--- config.mk ---
export PLATFORM = sky130hd
export DESIGN_NAME = ram_sp_arbiter
export DESIGN_NICKNAME = d
export VERILOG_FILES = /design/src/rtl/ram_sp_arbiter_pkg.sv /design/src/rtl/rr_arb2.sv /design/src/rtl/ram_sp_arbiter.sv
export SDC_FILE = /design/constraint.sdc
export NUM_CORES = 1
export LEC_CHECK = 0
export ABC_AREA = 1
export BUFFER_PORTS_ARGS = -buffer_cell sky130_fd_sc_hd__buf_2
export CORE_ASPECT_RATIO = 1.75
export CORE_MARGIN = 3
export CORE_UTILIZATION = 45
export DETAILED_ROUTE_END_ITERATION = 10
export GPL_ROUTABILITY_DRIVEN = 1
export GPL_TIMING_DRIVEN = 0
export PLACE_DENSITY = 0.78
export SETUP_SLACK_MARGIN = 0.1
export SYNTH_ARGS = -nofsm -noshare
export SYNTH_HDL_FRONTEND = slang
export SYNTH_HIERARCHICAL = 1
export SYNTH_SLANG_ARGS = --single-unit
--- constraint.sdc ---
create_clock -name i_clk -period 1.77 [get_ports i_clk]
set_clock_uncertainty 0.1 [all_clocks]
set_input_delay 0.0885 -clock i_clk [delete_from_list [all_inputs] [get_ports i_clk]]
set_output_delay 0.0885 -clock i_clk [all_outputs]
set_load 0.01 [all_outputs]
--- src/rtl/ram_sp_arbiter_pkg.sv ---
// Shared definitions for the two-requester single-port RAM arbiter.
package ram_sp_arbiter_pkg;

  localparam int unsigned AW_DEF = 4;
  localparam int unsigned DW_DEF = 8;

  typedef enum logic [1:0] {
    StIdle = 2'd0,
    StCmd  = 2'd1,
    StData = 2'd2
  } state_e;

endpackage

--- src/rtl/rr_arb2.sv ---
// Two-way round-robin pick: a lone request always wins, a tie goes to the pointer.
module rr_arb2 (
  input  logic [1:0] i_req,
  input  logic       i_ptr,
  input  logic       i_en,
  output logic       o_vld,
  output logic       o_id,
  output logic       o_ptr_nxt
);

  always_comb begin
    o_vld = i_en & (|i_req);
    if (i_req == 2'b11) begin
      o_id = i_ptr;
    end else begin
      o_id = i_req[1];
    end
    // Pointer moves only on a real grant, to the requester that lost.
    o_ptr_nxt = o_vld ? ~o_id : i_ptr;
  end

endmodule

--- src/rtl/ram_sp_arbiter.sv ---
// Round-robin controller sharing one single-port RAM between two requesters.
module ram_sp_arbiter
  import ram_sp_arbiter_pkg::*;
#(
  parameter int unsigned AW = AW_DEF,
  parameter int unsigned DW = DW_DEF
) (
  input  logic          i_clk,
  input  logic          i_rst_n,
  input  logic          i_req0,
  input  logic          i_req1,
  input  logic          i_we0,
  input  logic          i_we1,
  input  logic [AW-1:0] i_addr0,
  input  logic [AW-1:0] i_addr1,
  input  logic [DW-1:0] i_wdata0,
  input  logic [DW-1:0] i_wdata1,
  output logic          o_gnt0,
  output logic          o_gnt1,
  output logic          o_rvalid0,
  output logic          o_rvalid1,
  output logic [DW-1:0] o_rdata,
  output logic          o_busy,
  output logic          o_ram_rw_en,
  output logic [AW-1:0] o_ram_addr,
  output logic [DW-1:0] o_ram_din,
  input  logic [DW-1:0] i_ram_dout
);

  state_e        r_state, w_state_nxt;
  logic          r_ptr, w_ptr_nxt;
  logic [1:0]    r_gnt, w_gnt_nxt;
  logic [1:0]    r_rvalid, w_rvalid_nxt;
  logic [DW-1:0] r_rdata, w_rdata_nxt;
  logic          r_busy, w_busy_nxt;
  logic          r_rw_en, w_rw_en_nxt;
  logic [AW-1:0] r_addr, w_addr_nxt;
  logic [DW-1:0] r_din, w_din_nxt;
  logic          r_owner, w_owner_nxt;
  logic          r_we, w_we_nxt;

  logic          w_arb_vld, w_arb_id;
  logic          w_we_sel;
  logic [AW-1:0] w_addr_sel;
  logic [DW-1:0] w_wdata_sel;

  rr_arb2 u_arb (
    .i_req     ({i_req1, i_req0}),
    .i_ptr     (r_ptr),
    .i_en      (r_state == StIdle),
    .o_vld     (w_arb_vld),
    .o_id      (w_arb_id),
    .o_ptr_nxt (w_ptr_nxt)
  );

  assign w_we_sel    = w_arb_id ? i_we1 : i_we0;
  assign w_addr_sel  = w_arb_id ? i_addr1 : i_addr0;
  assign w_wdata_sel = w_arb_id ? i_wdata1 : i_wdata0;

  always_comb begin
    w_state_nxt  = r_state;
    w_gnt_nxt    = 2'b00;
    w_rvalid_nxt = 2'b00;
    w_rdata_nxt  = r_rdata;
    w_rw_en_nxt  = r_rw_en;
    w_addr_nxt   = r_addr;
    w_din_nxt    = r_din;
    w_owner_nxt  = r_owner;
    w_we_nxt     = r_we;
    unique case (r_state)
      StIdle: begin
        if (w_arb_vld) begin
          w_owner_nxt          = w_arb_id;
          w_we_nxt             = w_we_sel;
          w_addr_nxt           = w_addr_sel;
          w_din_nxt            = w_wdata_sel;
          w_rw_en_nxt          = ~w_we_sel;
          w_gnt_nxt[w_arb_id]  = 1'b1;
          w_state_nxt          = StCmd;
        end
      end
      StCmd: begin
        // The RAM acts on this edge; a write is done, a read needs its registered dout.
        if (r_we) begin
          w_rw_en_nxt = 1'b1;
          w_state_nxt = StIdle;
        end else begin
          w_state_nxt = StData;
        end
      end
      StData: begin
        w_rdata_nxt           = i_ram_dout;
        w_rvalid_nxt[r_owner] = 1'b1;
        w_state_nxt           = StIdle;
      end
      default: begin
        w_rw_en_nxt = 1'b1;
        w_state_nxt = StIdle;
      end
    endcase
    w_busy_nxt = (w_state_nxt != StIdle);
  end

  // Async reset pulls rw_en high at once so an in-flight write never lands.
  always_ff @(posedge i_clk or negedge i_rst_n) begin
    if (!i_rst_n) begin
      r_state  <= StIdle;
      r_ptr    <= 1'b0;
      r_gnt    <= 2'b00;
      r_rvalid <= 2'b00;
      r_rdata  <= '0;
      r_busy   <= 1'b0;
      r_rw_en  <= 1'b1;
      r_addr   <= '0;
      r_din    <= '0;
      r_owner  <= 1'b0;
      r_we     <= 1'b0;
    end else begin
      r_state  <= w_state_nxt;
      r_ptr    <= w_ptr_nxt;
      r_gnt    <= w_gnt_nxt;
      r_rvalid <= w_rvalid_nxt;
      r_rdata  <= w_rdata_nxt;
      r_busy   <= w_busy_nxt;
      r_rw_en  <= w_rw_en_nxt;
      r_addr   <= w_addr_nxt;
      r_din    <= w_din_nxt;
      r_owner  <= w_owner_nxt;
      r_we     <= w_we_nxt;
    end
  end

  assign o_gnt0      = r_gnt[0];
  assign o_gnt1      = r_gnt[1];
  assign o_rvalid0   = r_rvalid[0];
  assign o_rvalid1   = r_rvalid[1];
  assign o_rdata     = r_rdata;
  assign o_busy      = r_busy;
  assign o_ram_rw_en = r_rw_en;
  assign o_ram_addr  = r_addr;
  assign o_ram_din   = r_din;

endmodule
After elaboration in Yosys (flattened, before gate mapping)
Index checks and enable logic that the tools add are counted.

storage, ports and cells
  flip-flop bits (word level) = 31
  word-level logic and storage cells = 48
  input port bits = 38

cells by class
  equal/unequal tests = 5
  reductions and logical operators = 7
  muxes and demuxes = 17
  order comparisons = 4
  bitwise operators = 4

operator list
  operator              count
  $mux W2               5
  $mux W8               1
  $mux W1               6
  $eq A2 B2 Y1 const B  2
  $lt A1 B2 Y1 const B  2
  $mux W4               1
  $ne A2 B2 Y1 const B  2
  $pmux W2 S2           1
  $not A1 Y1            3
  $pmux W1 S3           1
  $reduce_and A3 Y1     1
  $demux W1 S1          2
  $eq A2 B1 Y1 const B  1
  $ge A1 B1 Y1 const B  2
  $logic_and A1 B1 Y1   2
  $logic_not A2 Y1      1
  $reduce_and A2 Y1     1
  $reduce_bool A2 Y1    1
  $reduce_or A2 Y1      1
  $and A1 B1 Y1         1

Depth between registers and ports, before layout
Gate-level depths: netlist (run 1).

  word-level depth = 8
  mapped depth = 10
  mapped depth without buffers = 9

Modules after synthesis
The synthesis (run 1) kept the hierarchy.

by module, submodules not included
  module          times used  area each (µm²)  cells an instance
  ram_sp_arbiter  1           1317.5           163
  rr_arb2         1           45.0             11

Worst setup path before layout (run 1)
OpenSTA, ideal clock, no wires.

  path kind = reg2reg
  from = register r_state[0]
  to = register r_addr[0] (netlist: o_ram_addr[0])
  clock period less this slack = 1.354 ns
  buffers on the path = 2
  data arrival time = 1.137 ns
  stages on the path, launching flop included = 9
  slack = 0.416 ns
  library setup time = 0.116 ns
  cells stage by stage = dfrtp_1 nor2_2 inv_1 nor2_2 nand2_2 buf_6 buf_6 nand2_1 nand2_1

on the way
  cells in the longest elaborated chain, start to end = 3

RTL lines
  element                      RTL line               RTL
  start: declaration           ram_sp_arbiter.sv:30   state_e r_state, w_state_nxt;
  start signal: assignment     ram_sp_arbiter.sv:107  r_state <= StIdle;
  start signal: assignment     ram_sp_arbiter.sv:119  r_state <= w_state_nxt;
  $logic_not A2 Y1             ram_sp_arbiter.sv:50   .i_en (r_state == StIdle),
  $and A1 B1 Y1                rr_arb2.sv:12          o_vld = i_en & (|i_req);
  via w_arb_vld                ram_sp_arbiter.sv:42   logic w_arb_vld, w_arb_id;
  $reduce_and A2 Y1 (no line)  --
  end signal: assignment       ram_sp_arbiter.sv:126  r_addr <= w_addr_nxt;
  end: declaration             ram_sp_arbiter.sv:37   logic [AW-1:0] r_addr, w_addr_nxt;

The timed path passes the listed nets, and every way through them passes these cells.
A chain may end at the register's enable or synchronous reset.

Worst setup path after layout (run 1)
  from = input port i_req0
  to = register r_din[5] (netlist: o_ram_din[5])

on the way
  cells in the longest elaborated chain, start to end = 3
  elaborated cells between the ends (all ways) = 6
  those cells by class = eq/ne (1); mux (2); bitwise (1); reduce/logical (2)

RTL lines
  element                 RTL line               RTL
  start: declaration      ram_sp_arbiter.sv:10   input logic i_req0,
  $eq A2 B2 Y1            rr_arb2.sv:13          if (i_req == 2'b11) begin
  $mux W1                 rr_arb2.sv:13
  via w_arb_id            ram_sp_arbiter.sv:42
  $mux W8                 ram_sp_arbiter.sv:58   assign w_wdata_sel = w_arb_id ? i_wdata1 : i_wdata0;
  end signal: assignment  ram_sp_arbiter.sv:127  r_din <= w_din_nxt;
  end: declaration        ram_sp_arbiter.sv:38   logic [DW-1:0] r_din, w_din_nxt;

The timed path passes the listed nets, and every way through them passes these cells.

==> results of run 1 <==
-- cells by family after synthesis --
kind of cell	count (synthesis)
AO/OA/AOI/OAI	4
buffers and inverters	19
flip-flops	31
AND/OR/NAND/NOR	120
-- area by class of cell --
| type | count | area (um2) |
|---|---|---|
| Multi-Input combinational cell | 124 | 494.2 |
| Fill cell | 196 | 669.4 |
| Timing Repair Buffer | 91 | 595.6 |
| Sequential cell | 31 | 777.0 |
| Clock buffer | 6 | 82.58 |
| Tap cell | 27 | 33.78 |
| Inverter | 13 | 48.80 |
| Clock inverter | 2 | 35.03 |
| Buffer | 6 | 47.55 |
-- flip-flops by register name (all words and copies together), names as in the netlist --
register / count
o_ram_din: 8
o_rdata: 8
o_ram_addr: 4
r_gnt: 2
r_rvalid: 2
r_state: 2
o_busy: 1
o_ram_rw_en: 1
r_owner: 1
r_ptr: 1
r_we: 1
-- report_power, final --
| part | switching, uW | total (uW) | leakage (uW) | internal, uW |
|---|---|---|---|---|
| Clock | 257 | 711 | 0.0000612 | 455 |
| Combinational | 850 | 1430 | 0.000822 | 580 |
| Sequential | 160 | 1200 | 0.000386 | 1050 |
-- cells in the mapped netlist --
| cell | n | share of area, % |
|---|---|---|
| nand2_1 | 102 | 28 |
| dfrtp_1 | 30 | 55 |
| inv_1 | 10 | 2.8 |
| nand3_1 | 9 | 3.3 |
| nor2_1 | 6 | 1.7 |
| inv_2 | 3 | 0.83 |
| a21oi_1 | 2 | 0.73 |
| buf_2 | 2 | 0.73 |
| buf_4 | 2 | 1.1 |
| buf_6 | 2 | 1.7 |
| nor2_2 | 2 | 0.92 |
| o21ai_0 | 2 | 0.73 |
| dfstp_2 | 1 | 1.9 |
| nand2_2 | 1 | 0.46 |
-- worst min-delay path: stages --
cell and delay (ns):
buf_2 0.10, nand2_1 0.07, nand2_1 0.06, nand2_1 0.04
-- layer usage --
metal	vias up	global-route usage, %	share of wire, %	wire length, um
met5	-	0	0	0
met4	0	7.278	1.5	59
met3	5	6.122	6.2	240
met2	61	42.20	55	2137
met1	642	24.78	37	1414
li1	716	-	-	-
-- path summary, 6_finish.rpt --
| check | startpoint | end | slack [ns] |
|---|---|---|---|
| setup / recovery | i_req0 | o_ram_din[5] | 0.24 |
| hold / removal | i_req1 | r_ptr | 0.01 |
| setup reg to reg | r_state[0] | o_ram_din[3] | 0.30 |
| hold reg to reg | r_owner | r_rvalid[0] | 0.34 |
| max in group asynchronous | i_rst_n | o_rdata[3] | 0.85 |
| min in group asynchronous | i_rst_n | r_ptr | 0.28 |
-- per-stage QoR --
step,setup WS (ns),util [%]
after global placement,0.3036,61.48
final,0.2391,75.96
after floorplan,0.4165,-
after detailed placement,0.2799,61.48
after global routing,0.1029,75.96
after CTS,0.2714,75.78
-- what timing repair did --
item,CTS,global route
endpoints found under the hold margin,49,0
hold buffers,28,0
resized for setup,0,1
setup endpoints to repair,0,1
==> out/results.ini, run 1 <==
[worst_setup_path]
cp_common_cell=nand2_1
critPathTopFamily=buffers and inverters
crit_type=input port to register
crit_cells=11
crit_path_start_kind=input port
cp-end-kind=register
critPathMaxStageDelay_ns=0.55
required_ns=1.85
reg2reg_depth=8
crit_chain=dlygate4sd3_1 -> buf_2 -> nand2_1 -> nand2_1 -> inv_1 -> inv_2 -> buf_2 -> nand2_1 -> nand2_1 -> nand2_1 -> nand2_1
arrival_ns=1.61
cp_slowest_cell=dlygate4sd3_1
path_buf_inv=5
crit_fanout=10

[timing]
maxSlewViolCount=0
hold_viol=0
max_freq_mhz=653.2
rsz0062_at_grt=false
setup_viol=0
period_needed_ns=1.531
tns_ns=0
finalCritPeriodShare_pct=86.49
tightest_slew_ns=0.6796
maxSlewHeadroom_pct=54.69
hold_ws_ns=0.01040

[place]
dp_hpwl_um=2391
port_buffers=63
dp.cells=264
placed_cell_area_um2=1712
finalWeightedCongestion=0.7990

[clocking]
htreeDepth=2
ctsRootBufferMaster=clkbuf_8
clockBufferDepth=2
cts_buffers=5
cts.clk_slew.worst_paths_ns=0.07
clock_latency_ns=0.28
cts_sinks=31
cts_tree=done
post-cts-setup-buffers=0

[min_path]
hp-class=input port to register
whs_path_depth=4

[global_routing]
antenna_found_initial=0
grt_pass1_wl_um=6279
grt_pass1_vias=1437
grt_max_degree=32
grt_use_total_pct=23.41
grt.overflow.total=0

[layout]
nets=310
mostFrequentLayoutCells=102 x nand2_1, 65 x buf_2, 30 x dfrtp_1, 28 x dlygate4sd3_1, 10 x inv_1
final_layout_size_suffix_gt1_share_pct=30.77
syn_to_final_growth_pct=55.19
diodes=0
final_cells=300
final_area_um2=2115
final_common_cell=nand2_1

[floorplan]
coreArea_um2=2784
die_w_um=47.60
fp.dieArea_um2=3750
ios=64
die_h_um=78.80
initial_core_util_pct=48.94
rows=25

[detailed_routing]
first_pass_iters=4
drtAntennaViolNets=0
wl_per_cell_um=12.84
via_count=1424
drt-total-wl_um=3851
drc_errors=0
drt_iter0_markers=42
vias_per_cell=4.747

[synth]
synth_cells=174
synth-compound-area-share_pct=1.469
ys_seq_area_share_pct=57.02
synth_fa_ha_area_share_pct=0
synth_mux_area_share_pct=0
syn-cell-area_um2=1363
synth_seq_cells=31
yosysUniqueCellTypes=14
ys_warn_count=6
syn_avg_cell_area_um2=7.831
synth_simple_gate_area_share_pct=34.44
syn_nets=212
synth_top_family_by_area=simple AND/OR/NAND/NOR gates
synth_xor_area_share_pct=0

[power]
p_leak_uw=0.001270
powerDensity_nw_per_um2=1582
power.total_uw=3346
vdd_drop_max_mv=1.083

[status]
status=finished clean

[run]
drv_cap=0

No activity file was read; power rests on OpenSTA's default activity.
==> inputs of run 2 (changes only) <==
- ABC_AREA: 1 -> 0
- CORE_UTILIZATION: 45 -> 44
- PLACE_DENSITY: 0.78 -> 0.77
==> out/results.ini, run 2 <==
[power]
clkPwrFrac_pct=15.5  ; -5.8 points
pwr-share-comb_pct=47.0  ; +4.3 points
vdd_drop_max_mv=1.087  ; +0.41%
p_sw_uw=1175  ; -7.2%
powerDensity_nw_per_um2=1597  ; +0.91%
seq_power_share_pct=37.4  ; +1.4 points
power.total_uw=3304  ; -1.2%
p_int_uw=2130  ; +2.4%
p_leak_uw=0.001088  ; -14%
swShare_pct=35.55  ; -2.3 points

[synth]
ys_warn_count=6  ; unchanged
synth_top_area_share_pct=58.77  ; +3.7 points
yosysMostFrequentCell=dfrtp_1
synth.area.top_cells=dfrtp_1 59%, mux2i_1 10%, mux2_2 7.1%
synth_commonest_cells=30 x dfrtp_1, 13 x mux2i_1, 13 x nand2_1, 8 x mux2_2, 8 x o21ai_1
syn-cell-area_um2=1277  ; -6.2%
syn_nets=143  ; -33%
synthArstFlopShare_pct=100.0  ; unchanged
synth_cells=105  ; -40%
synth_ff_type=dfrtp_1
synth_seq_cells=31  ; unchanged
synth.largest_area_cell=dfrtp_1
syn_avg_cell_area_um2=12.17  ; +55%
yosysUniqueCellTypes=21  ; +7
ys_seq_area_share_pct=60.82  ; +3.8 points
synth_edf_count=0  ; unchanged

[clocking]
clock_latency_ns=0.28  ; about the same
cts.clk_slew.worst_paths_ns=0.06  ; about the same
ctsRootBufferMaster=clkbuf_8
cts_buffers=5  ; unchanged
clockBufferDepth=2  ; unchanged
htreeDepth=2  ; unchanged
cts_sinks=31  ; unchanged
cts_tree=done

[layout]
syn_to_final_growth_pct=62.00
final_common_cell=buf_2
final_layout_size_suffix_gt1_share_pct=49.04  ; +18 points
nets=245  ; -21%
final_cells=235  ; -22%
mostFrequentLayoutCells=66 x buf_2, 30 x dfrtp_1, 27 x dlygate4sd3_1, 13 x mux2i_1
diodes=0  ; unchanged

[global_routing]
antenna_found_initial=0  ; unchanged
grt_use_total_pct=20.04  ; -3.4 points
grt_max_degree=32  ; unchanged
grt.overflow.total=0  ; unchanged
grt_pass1_vias=1218  ; -15%
grt_pass1_wl_um=5230  ; -17%

[detailed_routing]
wl_per_cell_um=14.37  ; +12%
first_pass_iters=4  ; unchanged
wl_met2_um=1930  ; -9.7%
wl_met1_um=1127  ; -20%
drt-total-wl_um=3376  ; -12%
drt_iter0_markers=7  ; -83%
vias_per_cell=5.026  ; +5.9%
drtAntennaViolNets=0  ; unchanged
dr_wl_met3_um=229  ; -4.6%
drc_errors=0  ; unchanged
top_layer=met4
via_count=1181  ; -17%

[worst_setup_path]
crit_fanout=6  ; -4
arrival_ns=1.75  ; +0.14 ns
reg2reg_slack_ns=0.09  ; -0.21 ns
cp-end-kind=register
required_ns=1.84  ; about the same
crit_type=register to register
crit_path_start_kind=register

[status]
status=finished clean

[floorplan]
ios=64  ; unchanged
coreArea_um2=2753  ; -1.1%
initial_core_util_pct=46.41  ; -2.5 points
die_w_um=46.73  ; -1.8%
fp.dieArea_um2=3611  ; -3.7%
die_h_um=77.28  ; -1.9%
rows=25  ; unchanged

[timing]
maxSlewViolCount=0  ; unchanged
period_needed_ns=1.678  ; +0.1467 ns
tightest_slew_ns=0.6691  ; -0.01055 ns
rsz0062_at_grt=true
tns_ns=0  ; unchanged
setup_viol=0  ; unchanged
max_freq_mhz=596.1  ; -8.7%
maxSlewHeadroom_pct=55.40  ; +0.70 points
finalCritPeriodShare_pct=94.78  ; +8.3 points
hold_viol=0  ; unchanged

[min_path]
hp-class=input port to register

[place]
port_buffers=63  ; unchanged
dp_hpwl_um=2065  ; -14%
dp.cells=195  ; -26%
finalWeightedCongestion=0.6937  ; -13%

[run]
drv_cap=0  ; unchanged

==> run 2: cell count changes in the layout (fill, tap and decap cells not counted), moves of 3 or more <==
cell,before,now
inv_1,10,3
inv_2,3,0
mux2_2,0,8
mux2i_1,0,13
nand2_1,102,5
nand2_2,1,8
nand3_1,9,0
nor2_1,6,3
nor2b_1,0,3
o21ai_1,0,6
==> run 2: kinds of logic (layout without fill, tap and decap cells) <==
group / Yosys count / in the layout / synth area share, %
flip-flops: 31 / 31 / 60.82
AO/OA/AOI/OAI: 18 / 18 / 7.934
buffers and inverters: 9 / 112 / 4.211
multiplexers: 21 / 21 / 17.24
AND/OR/NAND/NOR: 26 / 26 / 9.794
==> run 2: area by class of cell <==
class,instances,area [um2]
Buffer,6,51.30
Clock buffer,7,76.32
Clock inverter,1,5.005
Fill cell,195,683.2
Inverter,3,11.26
Multi-Input combinational cell,65,476.7
Sequential cell,31,777.0
Tap cell,27,33.78
Timing Repair Buffer,95,638.1
==> run 2: stage by stage <==
stage	setup slack [ns]	utilization, %	hold WS, ns	instance area (um2)
after global placement	0.02766	59.09	0.05275	1627
final	0.09231	75.18	0.002143	2069
after CTS	0.09192	72.95	0.0007181	2008
after detailed placement	-0.01493	59.09	0.05734	1627
after global routing	0.02124	75.18	0.004130	2069
after floorplan	0.1252	-	-0.3071	1277
==> run 2: what timing repair did <==
| action | 4_1_cts | 5_1_grt |
|---|---|---|
| setup buffers | 3 | 0 |
| endpoints found under the hold margin | 49 | 0 |
| hold buffers | 27 | 0 |
| endpoints found under the setup margin | 17 | 13 |
| cloned | 1 | 1 |
| pin swaps | 1 | 8 |
| gates resized for setup | 1 | 14 |
==> run 2: path summary, 6_finish.rpt <==
| check | from | endpoint | cells after the start |
|---|---|---|---|
| worst max-delay path | r_state[1] | o_ram_din[3] | 7 |
| worst min-delay path | i_wdata0[4] | o_ram_din[4] | 3 |
| worst max register to register | r_state[1] | o_ram_din[3] | 7 |
| worst min register to register | r_owner | r_rvalid[0] | 1 |
| max in group asynchronous | i_rst_n | o_rdata[4] | 2 |
| min in group asynchronous | i_rst_n | o_rdata[3] | 2 |
==> run 2: worst max-delay path, cell delays in order (launching register included) <==
cell       delay (ns)
dfrtp_1          0.40
nor2_2           0.13
o21a_1           0.14
or3b_4           0.40
buf_6            0.15
clkbuf_16        0.15
nand2_2          0.05
o21ai_1          0.05
==> run 2: power by group through the flow <==
stage          combinational (uW)  clock (uW)  sequential [uW]
6_report                     1550         514             1240
5_1_grt                      1700         561             1270
4_1_cts                      1390         533             1210
3_5_place_dp                 1270           0             1240
3_3_place_gp                 1220           0             1210
2_1_floorplan                 656           0             1350
==> run 2: per-layer routing <==
layer | track usage (%) | vias to the layer above
met4 | 10.25 | 0
li1 | - | 559
met1 | 20.00 | 560
met3 | 4.225 | 7
met2 | 35.77 | 55
met5 | 0 | -
==> inputs of run 3 (changes only) <==
- CORE_ASPECT_RATIO: 1.75 -> unset
- CORE_UTILIZATION: 44 -> 48
- PLACE_DENSITY: 0.77 -> 0.84
- SYNTH_HIERARCHICAL: 1 -> unset
- clock period: 1.77 -> 2 ns (I/O delays scaled with it)
==> out/results.ini, run 3 <==
[synth]
synth_edf_count=0  ; unchanged
synth_top_area_share_pct=59.29  ; +0.52 points
yosysMostFrequentCell=dfrtp_1
syn_nets=131  ; -8.4%
synthArstFlopShare_pct=100.0  ; unchanged
synth_seq_cells=31  ; unchanged
synth_ff_type=dfrtp_1
yosysUniqueCellTypes=20  ; -4.8%
ys_warn_count=0  ; -6
synth_cells=93  ; -11%
ys_seq_area_share_pct=61.36  ; +0.54 points
synth.area.top_cells=dfrtp_1 59%, a221o_1 10%, o21a_1 8.9%
syn_avg_cell_area_um2=13.62  ; +12%
syn-cell-area_um2=1266  ; -0.88%
synth.largest_area_cell=dfrtp_1
synth_commonest_cells=30 x dfrtp_1, 15 x o21a_1, 13 x a221o_1, 8 x mux2_2, 5 x nor2_1

[worst_setup_path]
reg2reg_depth=5  ; -2
arrival_ns=1.85  ; +0.10 ns
reg2reg_slack_ns=0.30  ; +0.21 ns
reg2reg_to=o_ram_rw_en
cp-endpoint=o_busy
crit_path_start_kind=input port
required_ns=2.11  ; +0.27 ns
cp-end-kind=register
timing.rr.start=r_state[0]
crit_type=input port to register
crit_fanout=10  ; +4
cp-startpoint=i_req1

[layout]
diodes=0  ; unchanged
mostFrequentLayoutCells=67 x buf_2, 36 x dlygate4sd3_1, 30 x dfrtp_1, 15 x o21a_1, 13 x a221o_1
syn_to_final_growth_pct=62.94
nets=237  ; -3.3%
multi_input_area_um2=420.4  ; -12%
final_cells=228  ; -3.0%
nFillCells=110  ; -44%
seqCellArea_um2=777.0  ; unchanged
final_layout_size_suffix_gt1_share_pct=44.00  ; -5.0 points
final_common_cell=buf_2

[place]
dp.cells=184  ; -5.6%
finalWeightedCongestion=0.7563  ; +9.0%
dp_slack_ns=0.4136  ; +0.4285 ns
port_buffers=63  ; unchanged
dp_hpwl_um=2035  ; -1.5%

[timing]
maxSlewHeadroom_pct=54.30  ; -1.1 points
period_needed_ns=1.734
hold_viol=0  ; unchanged
finalCritPeriodShare_pct=86.68
rsz0062_at_grt=false
setup_ws_ns=0.2664  ; +0.1741 ns
max_freq_mhz=576.8
tns_ns=0  ; unchanged
setup_viol=0  ; unchanged
tightest_slew_ns=0.6855  ; +0.01646 ns
maxSlewViolCount=0  ; unchanged

[floorplan]
die_h_um=57.36  ; -26%
rows=17  ; -32%
ios=64  ; unchanged
coreArea_um2=2361  ; -14%
die_w_um=57.36  ; +23%
fp.dieArea_um2=3290  ; -8.9%
initial_core_util_pct=53.63  ; +7.2 points

[clocking]
post_cts_resized=0  ; -1
cts_sinks=31  ; unchanged
ctsRootBufferMaster=clkbuf_4
clock_latency_ns=0.33  ; +0.05 ns
htreeDepth=2  ; unchanged
cts_tree=done
post-cts-setup-buffers=0  ; -3
cts.clk_slew.worst_paths_ns=0.10  ; +0.04 ns
clockBufferDepth=2  ; unchanged
cts_buffers=5  ; unchanged
postCtsHoldBufs=36  ; +33%

[detailed_routing]
vias_per_cell=5.623  ; +12%
drtAntennaViolNets=0  ; unchanged
drc_errors=0  ; unchanged
via_count=1282  ; +8.6%
wl_per_cell_um=18.97  ; +32%
drt-total-wl_um=4326  ; +28%
first_pass_iters=6  ; +2
drt_iter0_markers=70  ; +63

[power]
swShare_pct=35.98  ; +0.44 points
powerDensity_nw_per_um2=1468  ; -8.1%
clkPwrFrac_pct=17.0  ; +1.5 points
vdd_drop_max_mv=1.110  ; +2.1%
p_leak_uw=0.001040  ; -4.5%
p_int_uw=1939  ; -9.0%
pwr-share-comb_pct=46.2  ; -0.8 points
p_sw_uw=1090  ; -7.2%
seq_power_share_pct=36.7  ; -0.7 points

[global_routing]
antenna_found_initial=0  ; unchanged
grt_use_total_pct=27.97  ; +7.9 points
grt_pass1_wl_um=6934  ; +33%
grt_pass1_vias=1412  ; +16%
grt.overflow.total=0  ; unchanged
grt_max_degree=32  ; unchanged

[status]
status=finished clean

[min_path]
hp-class=input port to register

[run]
drv_cap=0  ; unchanged

## run 3: logic make-up (layout without fill, tap and decap cells)
family | count (synthesis) | after routing | synth area share, %
compound gates | 31 | 31 | 20.75
buf+inv | 10 | 117 | 5.434
flops | 31 | 31 | 61.36
mux | 8 | 8 | 7.115
simple gates | 13 | 13 | 5.337
## run 3: critical path, stage by stage
cell,delay (ns)
dlygate4sd3_1,0.54
buf_2,0.14
nor2_1,0.34
buf_2,0.31
nor2_1,0.13
or2_2,0.28
## run 3: worst min path at each step
stage	startpoint	end	slack, ns	cells past startpoint
after CTS	i_req0	r_owner	0.05	4
after global routing	i_req0	r_owner	0.14	4
final	i_req0	r_owner	0.13	4
after detailed placement	i_rst_n	r_rvalid[1]	0.07	1
after global placement	i_rst_n	o_ram_din[0]	0.06	1
after floorplan	i_rst_n	o_busy	-0.30	0
## run 3: area by class of cell
cell class / instances / area share [%]
clock buffers: 6 / 2.486
flip-flops and latches: 31 / 37.66
repair buffers: 99 / 32.75
multi-input cells: 52 / 20.38
well taps: 28 / 1.698
plain buffers: 7 / 2.790
inverters: 3 / 0.5458
clock inverters: 2 / 1.698
## run 3: per-layer routing
layer | routed length (um) | vias to the layer above | global-route usage, %
met4 | 199 | 0 | 13.91
met2 | 2303 | 81 | 50.00
met1 | 1494 | 623 | 29.44
met5 | 0 | - | 0
met3 | 329 | 22 | 8.371
li1 | - | 556 | -
## run 3: stage by stage
stage	hold slack [ns]	utilization (%)	instance area (um2)	total power, uW
finish	0.1310	87.39	2063	3029
global route	0.1448	87.39	2063	3203
CTS	0.05389	87.39	2063	2912
detailed placement	0.07215	68.47	1617	2351
global placement	0.06048	68.47	1617	2285
floorplan	-0.2956	-	1266	1910
## run 3: power by group through the flow
stage          sequential (uW)  combinational (uW)  clock, uW
2_1_floorplan             1210                 704          0
3_3_place_gp              1070                1210          0
3_5_place_dp              1090                1260          0
4_1_cts                   1090                1310        512
5_1_grt                   1140                1510        555
6_report                  1110                1400        515
